--- config.mk ---
export PLATFORM = sky130hd
export DESIGN_NAME = fb_arbiter
export DESIGN_NICKNAME = d
export VERILOG_FILES = /design/src/rtl/fb_arbiter.sv
export SDC_FILE = /design/constraint.sdc
export NUM_CORES = 1
export LEC_CHECK = 0
export ABC_CLOCK_PERIOD_IN_PS = 4800
export CELL_PAD_IN_SITES_DETAIL_PLACEMENT = 1
export CELL_PAD_IN_SITES_GLOBAL_PLACEMENT = 1
export CORE_MARGIN = 3
export CORE_UTILIZATION = 27
export CTS_BUF_LIST = sky130_fd_sc_hd__clkbuf_4
export DETAILED_ROUTE_END_ITERATION = 7
export PLACE_DENSITY = 0.92
export SYNTH_ARGS = -nofsm -noshare
export SYNTH_HDL_FRONTEND = slang
export SYNTH_SLANG_ARGS = --single-unit
--- constraint.sdc ---
create_clock -name clk_low -period 4.8 [get_ports clk_low]
set_input_delay 0.96 -clock clk_low [delete_from_list [all_inputs] [get_ports clk_low]]
set_output_delay 0.96 -clock clk_low [all_outputs]
set_load 0.02 [all_outputs]
--- src/rtl/fb_arbiter.sv ---
// -----------------------------------------------------------------------------
// fb_arbiter
//
// Single-port frame-buffer arbiter between a CSI pixel writer and an HDMI line
// prefetcher. Reads are served as fixed BURST_LEN bursts. Writes are served one
// beat per cycle for up to BURST_LEN beats per grant. An urgent read (line FIFO
// starving) preempts any write in progress. Otherwise contention is resolved
// round-robin, starting with the writer after reset.
//
// Optional feature: define FB_ARB_STATS_EN to build a saturating write-stall
// counter. Without it, wr_stall_cnt is tied to zero.
//
// Ports
//   clk_low       in   1        sole clock, rising edge
//   reset_n       in   1        asynchronous active-low reset
//   wr_req        in   1        writer has a pixel pending (held until wr_ack)
//   wr_addr       in   ADDR_W   pixel write address
//   wr_data       in   24       RGB888 pixel
//   wr_ack        out  1        current write beat consumed this cycle
//   rd_req        in   1        prefetcher requests one burst (held until rd_gnt)
//   rd_addr       in   ADDR_W   burst start address, sampled on rd_gnt
//   rd_urgent     in   1        line FIFO below low-water mark
//   rd_gnt        out  1        one-cycle pulse accepting rd_req
//   rd_data       out  24       returned pixel, valid with rd_valid
//   rd_valid      out  1        one pulse per returned beat
//   rd_done       out  1        marks the last beat of a burst
//   mem_en        out  1        RAM access strobe
//   mem_we        out  1        RAM write enable
//   mem_addr      out  ADDR_W   RAM address
//   mem_wdata     out  24       RAM write data
//   mem_rdata     in   24       RAM read data, one cycle after the access
//   wr_stall_cnt  out  16       cycles with wr_req=1 and wr_ack=0 (saturating)
// -----------------------------------------------------------------------------
`timescale 1ns/1ps

module fb_arbiter #(
    parameter int ADDR_W    = 21,
    parameter int FB_DEPTH  = 307200,
    parameter int BURST_LEN = 16
) (
    input  logic              clk_low,
    input  logic              reset_n,
    input  logic              wr_req,
    input  logic [ADDR_W-1:0] wr_addr,
    input  logic [23:0]       wr_data,
    output logic              wr_ack,
    input  logic              rd_req,
    input  logic [ADDR_W-1:0] rd_addr,
    input  logic              rd_urgent,
    output logic              rd_gnt,
    output logic [23:0]       rd_data,
    output logic              rd_valid,
    output logic              rd_done,
    output logic              mem_en,
    output logic              mem_we,
    output logic [ADDR_W-1:0] mem_addr,
    output logic [23:0]       mem_wdata,
    input  logic [23:0]       mem_rdata,
    output logic [15:0]       wr_stall_cnt
);

    localparam int                BEAT_W    = $clog2(BURST_LEN);
    localparam logic [BEAT_W-1:0] LAST_BEAT = BEAT_W'(BURST_LEN - 1);
    localparam logic [ADDR_W-1:0] LAST_ADDR = ADDR_W'(FB_DEPTH - 1);

    typedef enum logic [1:0] {
        IDLE  = 2'd0,
        WR    = 2'd1,
        RD    = 2'd2,
        DRAIN = 2'd3
    } state_t;

    state_t              state_q, state_d;
    logic                rr_rd_q;      // 1: reader wins the next contended arbitration
    logic [BEAT_W-1:0]   beat_q;       // beats issued in the current grant
    logic [ADDR_W-1:0]   addr_q;       // next read address after the first beat
    logic                rd_pend_q;    // a read was issued last cycle
    logic                go_wr, go_rd;

    logic                urgent;
    logic                rd_first;
    logic [ADDR_W-1:0]   rd_cur_addr;
    logic [ADDR_W-1:0]   rd_next_addr;
    logic                wr_in_range;

    assign urgent      = rd_urgent & rd_req;
    // The grant cycle is the first RD cycle, so rd_addr is used directly there
    // and only the follow-on addresses come from addr_q.
    assign rd_first    = (state_q == RD) && (beat_q == '0);
    assign rd_cur_addr = rd_first ? rd_addr : addr_q;
    assign rd_next_addr = (rd_cur_addr == LAST_ADDR) ? '0 : rd_cur_addr + 1'b1;
    assign wr_in_range = (wr_addr <= LAST_ADDR);

    // NOTE: every output of this block gets a default first; a path that leaves
    // one unassigned would infer a latch.
    always_comb begin
        state_d   = state_q;
        go_wr     = 1'b0;
        go_rd     = 1'b0;
        wr_ack    = 1'b0;
        rd_gnt    = 1'b0;
        mem_en    = 1'b0;
        mem_we    = 1'b0;
        mem_addr  = '0;
        mem_wdata = '0;

        case (state_q)
            IDLE: begin
                if (urgent) begin
                    go_rd = 1'b1;
                end else if (wr_req && rd_req) begin
                    go_rd = rr_rd_q;
                    go_wr = !rr_rd_q;
                end else if (wr_req) begin
                    go_wr = 1'b1;
                end else if (rd_req) begin
                    go_rd = 1'b1;
                end
                if (go_rd) begin
                    state_d = RD;
                end else if (go_wr) begin
                    state_d = WR;
                end
            end

            WR: begin
                // An urgent read preempts before the beat is taken, so the
                // pixel stays pending and is written after the read burst.
                if (!wr_req || urgent) begin
                    state_d = IDLE;
                end else begin
                    wr_ack = 1'b1;
                    // Out-of-range pixels are consumed but dropped.
                    if (wr_in_range) begin
                        mem_en    = 1'b1;
                        mem_we    = 1'b1;
                        mem_addr  = wr_addr;
                        mem_wdata = wr_data;
                    end
                    if (beat_q == LAST_BEAT) begin
                        state_d = IDLE;
                    end
                end
            end

            RD: begin
                rd_gnt   = rd_first;
                mem_en   = 1'b1;
                mem_addr = rd_cur_addr;
                if (beat_q == LAST_BEAT) begin
                    state_d = DRAIN;
                end
            end

            DRAIN: begin
                state_d = IDLE;
            end

            default: begin
                state_d = IDLE;
            end
        endcase
    end

    // NOTE: sequential state uses non-blocking assignments so every flop
    // samples the pre-edge values regardless of statement order.
    always_ff @(posedge clk_low or negedge reset_n) begin
        if (!reset_n) begin
            state_q   <= IDLE;
            rr_rd_q   <= 1'b0;
            beat_q    <= '0;
            addr_q    <= '0;
            rd_pend_q <= 1'b0;
        end else begin
            state_q   <= state_d;
            rd_pend_q <= (state_q == RD);

            if (go_wr) begin
                rr_rd_q <= 1'b1;
            end else if (go_rd) begin
                rr_rd_q <= 1'b0;
            end

            case (state_q)
                WR:      if (wr_ack) beat_q <= beat_q + 1'b1;
                RD:      beat_q <= beat_q + 1'b1;
                default: beat_q <= '0;
            endcase

            if (state_q == RD) begin
                addr_q <= rd_next_addr;
            end
        end
    end

    // The RAM's own output register provides the one-cycle read latency, so the
    // beat is presented straight from mem_rdata while the pending flag is set.
    assign rd_valid = rd_pend_q;
    assign rd_data  = rd_pend_q ? mem_rdata : 24'h0;
    assign rd_done  = rd_pend_q && (state_q == DRAIN);

`ifdef FB_ARB_STATS_EN
    logic [15:0] stall_q;

    always_ff @(posedge clk_low or negedge reset_n) begin
        if (!reset_n) begin
            stall_q <= 16'h0;
        end else if (wr_req && !wr_ack && (stall_q != 16'hFFFF)) begin
            stall_q <= stall_q + 16'd1;
        end
    end

    assign wr_stall_cnt = stall_q;
`else
    assign wr_stall_cnt = 16'h0;
`endif

endmodule
==> results of run 1 <==
power breakdown:
group	total [W]	switching, W	internal, W	leakage [nW]
logic	0.00160	0.000914	0.000689	1.55
registers	0.000528	0.000173	0.000356	0.338
clock network	0.000168	0.000111	0.0000565	0.0234
cell usage after synthesis, types with 3 or more instances:
| library cell | number |
|---|---|
| mux2i_1 | 14 |
| a32o_1 | 3 |
| nor4b_1 | 4 |
| a31oi_1 | 4 |
| nor2_1 | 13 |
| buf_1 | 5 |
| buf_2 | 7 |
| and2_1 | 54 |
| nor4_1 | 6 |
| o21ai_0 | 41 |
| nor3_1 | 10 |
| clkbuf_1 | 11 |
| nand4_1 | 8 |
| o2bb2ai_1 | 6 |
| nand2_1 | 61 |
| a21o_1 | 7 |
| or3_1 | 3 |
| inv_1 | 9 |
| nand3_1 | 15 |
| mux2_2 | 5 |
| buf_4 | 16 |
| a21boi_0 | 4 |
| a32oi_1 | 4 |
| o21ai_1 | 3 |
| o221ai_1 | 3 |
| or4_1 | 3 |
| a21oi_1 | 15 |
| ha_1 | 8 |
| xor2_1 | 5 |
| dfrtp_1 | 29 |
| a22oi_1 | 3 |
| and3_1 | 4 |
| o211ai_1 | 5 |
| xnor2_1 | 10 |
critical path: stages:
cell	delay (ps)
clkdlybuf4s50_1	430
a21o_1	190
a211o_1	360
a2111oi_4	370
and2_1	190
buf_4	200
nand2_1	90
o21ai_0	80
clkdlybuf4s50_1	650
through the flow:
step           hold WS (ps)  area (µm²)  setup slack, ps  instances
6_report                559        5110              311        734
5_1_grt                 582        5110              203        734
4_1_cts                 566        5110              301        734
3_5_place_dp            542        5050              323        726
3_3_place_gp            507        5050              326        726
2_1_floorplan           474        3310             1040        444
metal layers:
layer,routed length [µm],GRT usage,part of all wire
met2,6980,0.364,0.51
met3,1000,0.0334,0.074
met4,105,0.0503,0.0077
met5,0,0,0
met1,5460,0.237,0.40
how the worst max path moves through the flow:
stage	from	depth (start not counted)	end	slack [ps]
floorplan	wr_addr[13]	8	mem_addr[11]	1040
detailed placement	wr_addr[13]	9	mem_addr[14]	320
finish	wr_addr[13]	9	mem_addr[14]	310
CTS	wr_addr[13]	9	mem_addr[14]	300
global placement	wr_addr[12]	9	mem_addr[14]	330
global route	wr_addr[13]	9	mem_addr[14]	200
cell type report:
| type | count | area, µm² |
|---|---|---|
| Clock buffer | 5 | 37.5 |
| Inverter | 10 | 37.5 |
| Sequential cell | 29 | 726 |
| Timing Repair Buffer | 178 | 1760 |
| Tap cell | 143 | 179 |
| Clock inverter | 3 | 22.5 |
| Multi-Input combinational cell | 366 | 2350 |
| Fill cell | 1404 | 6500 |
kinds of logic after synthesis:
kind of cell,after synthesis,synth area share
other,1,0.00115
buffers and inverters,49,0.0776
AO/OA/AOI/OAI,115,0.237
flip-flops,29,0.223
XOR/XNOR,15,0.0403
multiplexers,20,0.0649
AND/OR/NAND/NOR,192,0.326
adder cells (fa/ha/maj),8,0.0307
sequential cells by signal, summed over array words and instances, names as in the netlist:
signal,count
beat_q,4
addr_q,21
state_q,2
rr_rd_q,1
rd_valid,1
==> impl_metrics.env, run 1 <==
export IMPL_hold_depth=1
export IMPL_cts_tree="built"
export IMPL_post_cts_buffers=0
export IMPL_leakage_nw=1.92
export IMPL_wirelength_um=13600
export IMPL_setup_violations_final=0
export IMPL_synth_edf_count=0
export IMPL_grt_max_degree=32
export IMPL_rsz0062_at_grt="false"
export IMPL_worstMarginPinSlew_ps=782
export IMPL_clk_pin_slew_worst_paths_ps=120
export IMPL_min_from="beat_q[3]"
export IMPL_path_class="in2out"
export IMPL_fin_util=0.440
export IMPL_initial_core_util=0.281
export IMPL_synth_ff_latch_count=29
export IMPL_setup_tns_ps=0
export IMPL_drv_slew=0
export IMPL_place_gp_congestion=0.889
export IMPL_grt_pass1_vias=4104
export IMPL_p_per_area_mw_per_mm2=450
export IMPL_clock_path_buffers=2
export IMPL_post_route_period_util=0.935
export IMPL_final_hold_viol_count=0
export IMPL_cts_hold_buf=0
export IMPL_r2r_end="addr_q[20]"
export IMPL_rr_worst_depth=13
export IMPL_fin_crit_ps=4490
export IMPL_netlist_area_mm2=0.00326
export IMPL_cp_end_kind="output pin"
export IMPL_track_usage=0.198
export IMPL_crit_path_start_kind="input pin"
export IMPL_core_mm2=0.0116
export IMPL_die_y_um=116
export IMPL_rrSetupSlack_ps=990
export IMPL_hpwl_um=10600
export IMPL_final_common_cell="clkdlybuf4s50_1"
export IMPL_dr_pass1_iters=4
export IMPL_clock_skew_ps=14.1
export IMPL_cap_violations=0
export IMPL_cp_max_fo=10
export IMPL_cts_sinks=29
export IMPL_ir_drop_mv=0.204
export IMPL_required_ps=3840
export IMPL_yosysTopAreaCell="dfrtp_1"
export IMPL_status="complete, no violations"
export IMPL_grt_first_pass_wirelength_um=21300
export IMPL_wire_per_inst_um=18.5
export IMPL_hold_path_class="reg2reg"
export IMPL_worst_ep_arrival_time_ps=3530
export IMPL_drcViolationCount=0
export IMPL_cts_buffers=5
export IMPL_synth_area_leaders="dfrtp_1 (22%), and2_1 (10%), nand2_1 (7.0%), o21ai_0 (6.3%), mux2i_1 (4.3%)"
export IMPL_synthFlopType="dfrtp_1"
export IMPL_io_pins=186
export IMPL_syn_inst=429
export IMPL_synth_top_area_frac=0.223
export IMPL_hold_path_endpoint="beat_q[3]"
export IMPL_clockRootBuffer="clkbuf_4"
export IMPL_diodes=0
export IMPL_clock_latency_ps=360
export IMPL_cts_resized=0
export IMPL_die_w_um=116
export IMPL_ys_warn_count=0
export IMPL_rows=39
export IMPL_relSlewSlack=0.478
export IMPL_fmaxAchievable_mhz=223
export IMPL_htreeDepth=2
export IMPL_ys_types=59
export IMPL_antenna_left=0
export IMPL_overflow=0
export IMPL_synth_avg_cell_area_um2=7.59
export IMPL_vias=3932
export IMPL_viasPerCell=5.36
export IMPL_layout_nets=693
export IMPL_drt_first_iter_violations=188
export IMPL_power_w=0.00230
export IMPL_portBuffers=169
export IMPL_layout_drive_gt1_share=0.0541
export IMPL_layout_common_cells="clkdlybuf4s50_1 (169), nand2_1 (61), and2_1 (54), o21ai_0 (41), dfrtp_1 (29)"
export IMPL_async_reset_ff_frac=1.00
export IMPL_r2r_start="state_q[0]"
export IMPL_yosysSeqAreaShare=0.223
export IMPL_antenna_found_initial=0
export IMPL_die_area_mm2=0.0134
export IMPL_area_growth_pct=56.8
(Power assumes the default switching activity.)
==> inputs of run 2 (changes only) <==
Settings changed: CELL_PAD_IN_SITES_DETAIL_PLACEMENT 1 to default, CELL_PAD_IN_SITES_GLOBAL_PLACEMENT 1 to default, CORE_UTILIZATION 27 to 40, PLACE_DENSITY 0.92 to 0.93, SLEW_MARGIN from default to 20.
==> impl_metrics.env, run 2 (synthesis results as in run 1) <==
export IMPL_io_pins=186
export IMPL_final_hold_viol_count=0
export IMPL_hpwl_um=10300
export IMPL_path_common_cell="clkdlybuf4s50_1"
export IMPL_cts_buffers=5
export IMPL_initial_core_util=0.417
export IMPL_wire_per_inst_um=18.8
export IMPL_min_from="beat_q[3]"
export IMPL_worstMarginPinSlew_ps=738
export IMPL_cap_violations=0
export IMPL_htreeDepth=2
export IMPL_cts_tree="built"
export IMPL_dp_cells=684
export IMPL_dr_pass1_iters=5
export IMPL_relSlewSlack=0.508
export IMPL_clock_skew_ps=19.8
export IMPL_clock_latency_ps=330
export IMPL_grt_first_pass_wirelength_um=20200
export IMPL_die_area_mm2=0.00926
export IMPL_setup_violations_final=0
export IMPL_drv_slew=0
export IMPL_die_w_um=96.3
export IMPL_hold_path_class="reg2reg"
export IMPL_drcViolationCount=0
export IMPL_setup_tns_ps=0
export IMPL_power_w=0.00231
export IMPL_fin_cells=692
export IMPL_crit_path_start_kind="input pin"
export IMPL_clock_path_buffers=2
export IMPL_wirelength_um=13000
export IMPL_cts_sinks=29
export IMPL_cp_buffers_inverters=3
export IMPL_layout_common_cells="clkdlybuf4s50_1 (169), nand2_1 (61), and2_1 (54), o21ai_0 (41), dfrtp_1 (29)"
export IMPL_final_common_cell="clkdlybuf4s50_1"
export IMPL_required_ps=3840
export IMPL_overflow=0
export IMPL_grt_max_degree=32
export IMPL_grt_pass1_vias=3732
export IMPL_path_class="in2out"
export IMPL_fmaxAchievable_mhz=221
export IMPL_rr_worst_depth=13
export IMPL_antenna_left=0
export IMPL_cts_resized=0
export IMPL_cpMaxStageDelayCell="clkdlybuf4s50_1"
export IMPL_hold_depth=1
export IMPL_fin_util=0.651
export IMPL_cp_top_family="buffers and inverters"
export IMPL_vias=3957
export IMPL_ir_drop_mv=0.329
export IMPL_largest_reg_flops=21
export IMPL_layout_drive_gt1_share=0.0508
export IMPL_r2r_start="state_q[0]"
export IMPL_cp_end_kind="output pin"
export IMPL_status="complete, no violations"
export IMPL_drt_first_iter_violations=290
export IMPL_viasPerCell=5.72
export IMPL_place_gp_congestion=0.874
export IMPL_rrSetupSlack_ps=1130
export IMPL_area_growth_pct=56.0
export IMPL_regMostFlops="addr_q"
export IMPL_hold_path_endpoint="beat_q[3]"
export IMPL_rows=32
export IMPL_core_mm2=0.00781
export IMPL_crit_start="wr_addr[13]"
export IMPL_fin_crit_ps=4520
export IMPL_rsz0062_at_grt="false"
export IMPL_clk_pin_slew_worst_paths_ps=90
export IMPL_cp_max_fo=15
export IMPL_clockRootBuffer="clkbuf_4"
export IMPL_r2r_end="addr_q[20]"
export IMPL_fin_area_mm2=0.00508
export IMPL_largestRegisters="addr_q: 21 flops, beat_q: 4 flops, state_q: 2 flops"
export IMPL_p_per_area_mw_per_mm2=455
export IMPL_die_y_um=96.3
export IMPL_track_usage=0.283
export IMPL_slowest_delay_ps=650
export IMPL_cts_hold_buf=0
export IMPL_path_cells="clkdlybuf4s50_1 -> a21o_1 -> a211o_1 -> a2111oi_4 -> and2_1 -> buf_12 -> nand2_1 -> o21ai_0 -> clkdlybuf4s50_1"
export IMPL_portBuffers=169
export IMPL_diodes=0
export IMPL_post_cts_buffers=0
export IMPL_leakage_nw=1.93
export IMPL_post_route_period_util=0.941
export IMPL_placed_area_mm2=0.00500
export IMPL_layout_nets=692
export IMPL_worst_ep_arrival_time_ps=3560
export IMPL_antenna_found_initial=0
[run 2: how the worst max path moves through the flow]
stage	slack, ps	end	cells past startpoint
6_report	280	mem_addr[17]	9
5_1_grt	160	mem_addr[17]	9
4_1_cts	260	mem_addr[17]	9
3_5_place_dp	270	mem_addr[17]	9
3_3_place_gp	360	mem_addr[14]	8
2_1_floorplan	1040	mem_addr[11]	8
[run 2: power breakdown]
group | leakage, nW | internal (W) | switching, W | total, W
clock | 0.0389 | 0.000108 | 0.0000979 | 0.000206
sequential | 0.338 | 0.000356 | 0.000171 | 0.000527
combinational | 1.55 | 0.000689 | 0.000892 | 0.00158
total | 1.93 | 0.00115 | 0.00116 | 0.00231
[run 2: per-stage QoR]
step,hold slack [ps],setup slack (ps)
2_1_floorplan,474,1040
3_3_place_gp,507,362
3_5_place_dp,505,273
4_1_cts,519,264
5_1_grt,538,158
6_report,520,284
[run 2: cell type report]
type | instances | area (µm²)
fill | 666 | 2730
multi-input combinational | 366 | 2350
timing repair buffer | 177 | 1760
sequential | 29 | 726
tap | 102 | 128
clock inverter | 3 | 41.3
clock buffer | 5 | 37.5
inverter | 10 | 37.5
[run 2: per-layer routing]
metal	global-route usage	vias to the layer above	part of all wire
li1	-	1851	-
met1	0.406	1900	0.44
met2	0.458	191	0.47
met3	0.0446	15	0.078
met4	0.0332	0	0.0074
met5	0	-	0
==> inputs of run 3 (changes only) <==
Settings changed: ABC_CLOCK_PERIOD_IN_PS 4800 to 5500, CORE_UTILIZATION 40 to 43, PLACE_DENSITY 0.93 to 0.95.
Clock period 4.8 ns to 5.5 ns, I/O delays scaled along.
==> impl_metrics.env, run 3 (synthesis results as in run 1) <==
export IMPL_status="complete, no violations"
export IMPL_worst_ep_arrival_time_ps=3880
export IMPL_grt_pass1_vias=3817
export IMPL_diodes=0
export IMPL_drcViolationCount=0
export IMPL_htreeDepth=2
export IMPL_wirelength_um=12400
export IMPL_relSlewSlack=0.500
export IMPL_p_per_area_mw_per_mm2=392
export IMPL_layout_drive_gt1_share=0.0492
export IMPL_cts_tree="built"
export IMPL_ir_drop_mv=0.218
export IMPL_cp_end_kind="output pin"
export IMPL_initial_core_util=0.447
export IMPL_whs_ps=547
export IMPL_post_route_period_util=0.905
export IMPL_rows=31
export IMPL_rsz0062_at_grt="false"
export IMPL_layout_nets=692
export IMPL_place_gp_congestion=0.890
export IMPL_vias=4013
export IMPL_hold_path_class="reg2reg"
export IMPL_largestRegisters="addr_q: 21 flops, beat_q: 4 flops, state_q: 2 flops"
export IMPL_clk_pin_slew_worst_paths_ps=90
export IMPL_register_area_um2=726
export IMPL_clockRootBuffer="clkbuf_4"
export IMPL_dp_cells=681
export IMPL_fin_crit_ps=4980
export IMPL_grt_first_pass_wirelength_um=19800
export IMPL_die_y_um=93.0
export IMPL_track_usage=0.285
export IMPL_antenna_left=0
export IMPL_final_common_cell="clkdlybuf4s50_1"
export IMPL_post_cts_buffers=0
export IMPL_worstMarginPinSlew_ps=749
export IMPL_fmaxAchievable_mhz=201
export IMPL_cap_violations=0
export IMPL_overflow=0
export IMPL_cts_hold_buf=0
export IMPL_cts_buffers=5
export IMPL_setup_tns_ps=0
export IMPL_cts_sinks=29
export IMPL_grt_max_degree=43
export IMPL_fin_cells=688
export IMPL_area_growth_pct=54.2
export IMPL_final_hold_viol_count=0
export IMPL_clock_path_buffers=2
export IMPL_wire_per_inst_um=18.1
export IMPL_leakage_nw=1.92
export IMPL_core_mm2=0.00729
export IMPL_drv_slew=0
export IMPL_crit_path_start_kind="input pin"
export IMPL_path_class="in2out"
export IMPL_portBuffers=169
export IMPL_clock_latency_ps=330
export IMPL_regMostFlops="addr_q"
export IMPL_viasPerCell=5.83
export IMPL_cts_resized=0
export IMPL_io_pins=186
export IMPL_antenna_found_initial=0
export IMPL_num_fill_cells=560
export IMPL_clock_skew_ps=10.1
export IMPL_setup_violations_final=0
export IMPL_die_w_um=93.0
export IMPL_layout_common_cells="clkdlybuf4s50_1 (169), nand2_1 (61), and2_1 (54), o21ai_0 (41), dfrtp_1 (29)"
export IMPL_drt_first_iter_violations=442
export IMPL_multi_input_area_mm2=0.00234
export IMPL_largest_reg_flops=21
export IMPL_required_ps=4400
export IMPL_cp_max_fo=12
export IMPL_hpwl_um=9750
export IMPL_dr_pass1_iters=5
export IMPL_die_area_mm2=0.00866
## run 3: final timing paths
kind | from | endpoint | slack [ps] | cells past startpoint
max | wr_addr[13] | mem_addr[2] | 520 | 9
min | beat_q[3] | beat_q[3] | 550 | 1
max reg2reg | state_q[0] | addr_q[20] | 1430 | 14
min reg2reg | beat_q[3] | beat_q[3] | 550 | 1
max in group asynchronous | reset_n | beat_q[0] | 4050 | 2
min in group asynchronous | reset_n | addr_q[0] | 1160 | 2
## run 3: critical path: stages
cell and delay (ps):
clkdlybuf4s50_1 440, a21o_1 190, a211o_1 300, a2111oi_2 430, and2_1 350, buf_4 260
nand2_1 80, o21ai_0 80, clkdlybuf4s50_1 650
## run 3: layout make-up
| type | count | share of cell area |
|---|---|---|
| clock buffers | 6 | 0.00897 |
| clock inverters | 1 | 0.000747 |
| inverters | 10 | 0.00747 |
| multi-input cells | 366 | 0.465 |
| flip-flops and latches | 29 | 0.144 |
| well taps | 99 | 0.0247 |
| repair buffers | 177 | 0.349 |
## run 3: power breakdown
group	total, W	internal [W]	switching (W)
combinational	0.00138	0.000600	0.000781
clock	0.000131	0.0000513	0.0000797
sequential	0.000459	0.000311	0.000148
total	0.00197	0.000962	0.00101
## run 3: layer usage
metal,vias up,track usage,share of wire
li1,1845,-,-
met1,1869,0.360,0.38
met2,247,0.499,0.51
met3,52,0.0418,0.079
met4,0,0.0867,0.028
met5,-,0,0
## run 3: through the flow
stage          total power, W  setup WS, ps  instance area [µm²]  utilization
2_1_floorplan         0.00130          1460                 3310            -
3_3_place_gp          0.00176           703                 4970        0.682
3_5_place_dp          0.00183           540                 4970        0.682
4_1_cts               0.00195           525                 5020        0.689
5_1_grt               0.00212           377                 5020        0.689
6_report              0.00197           522                 5020        0.689
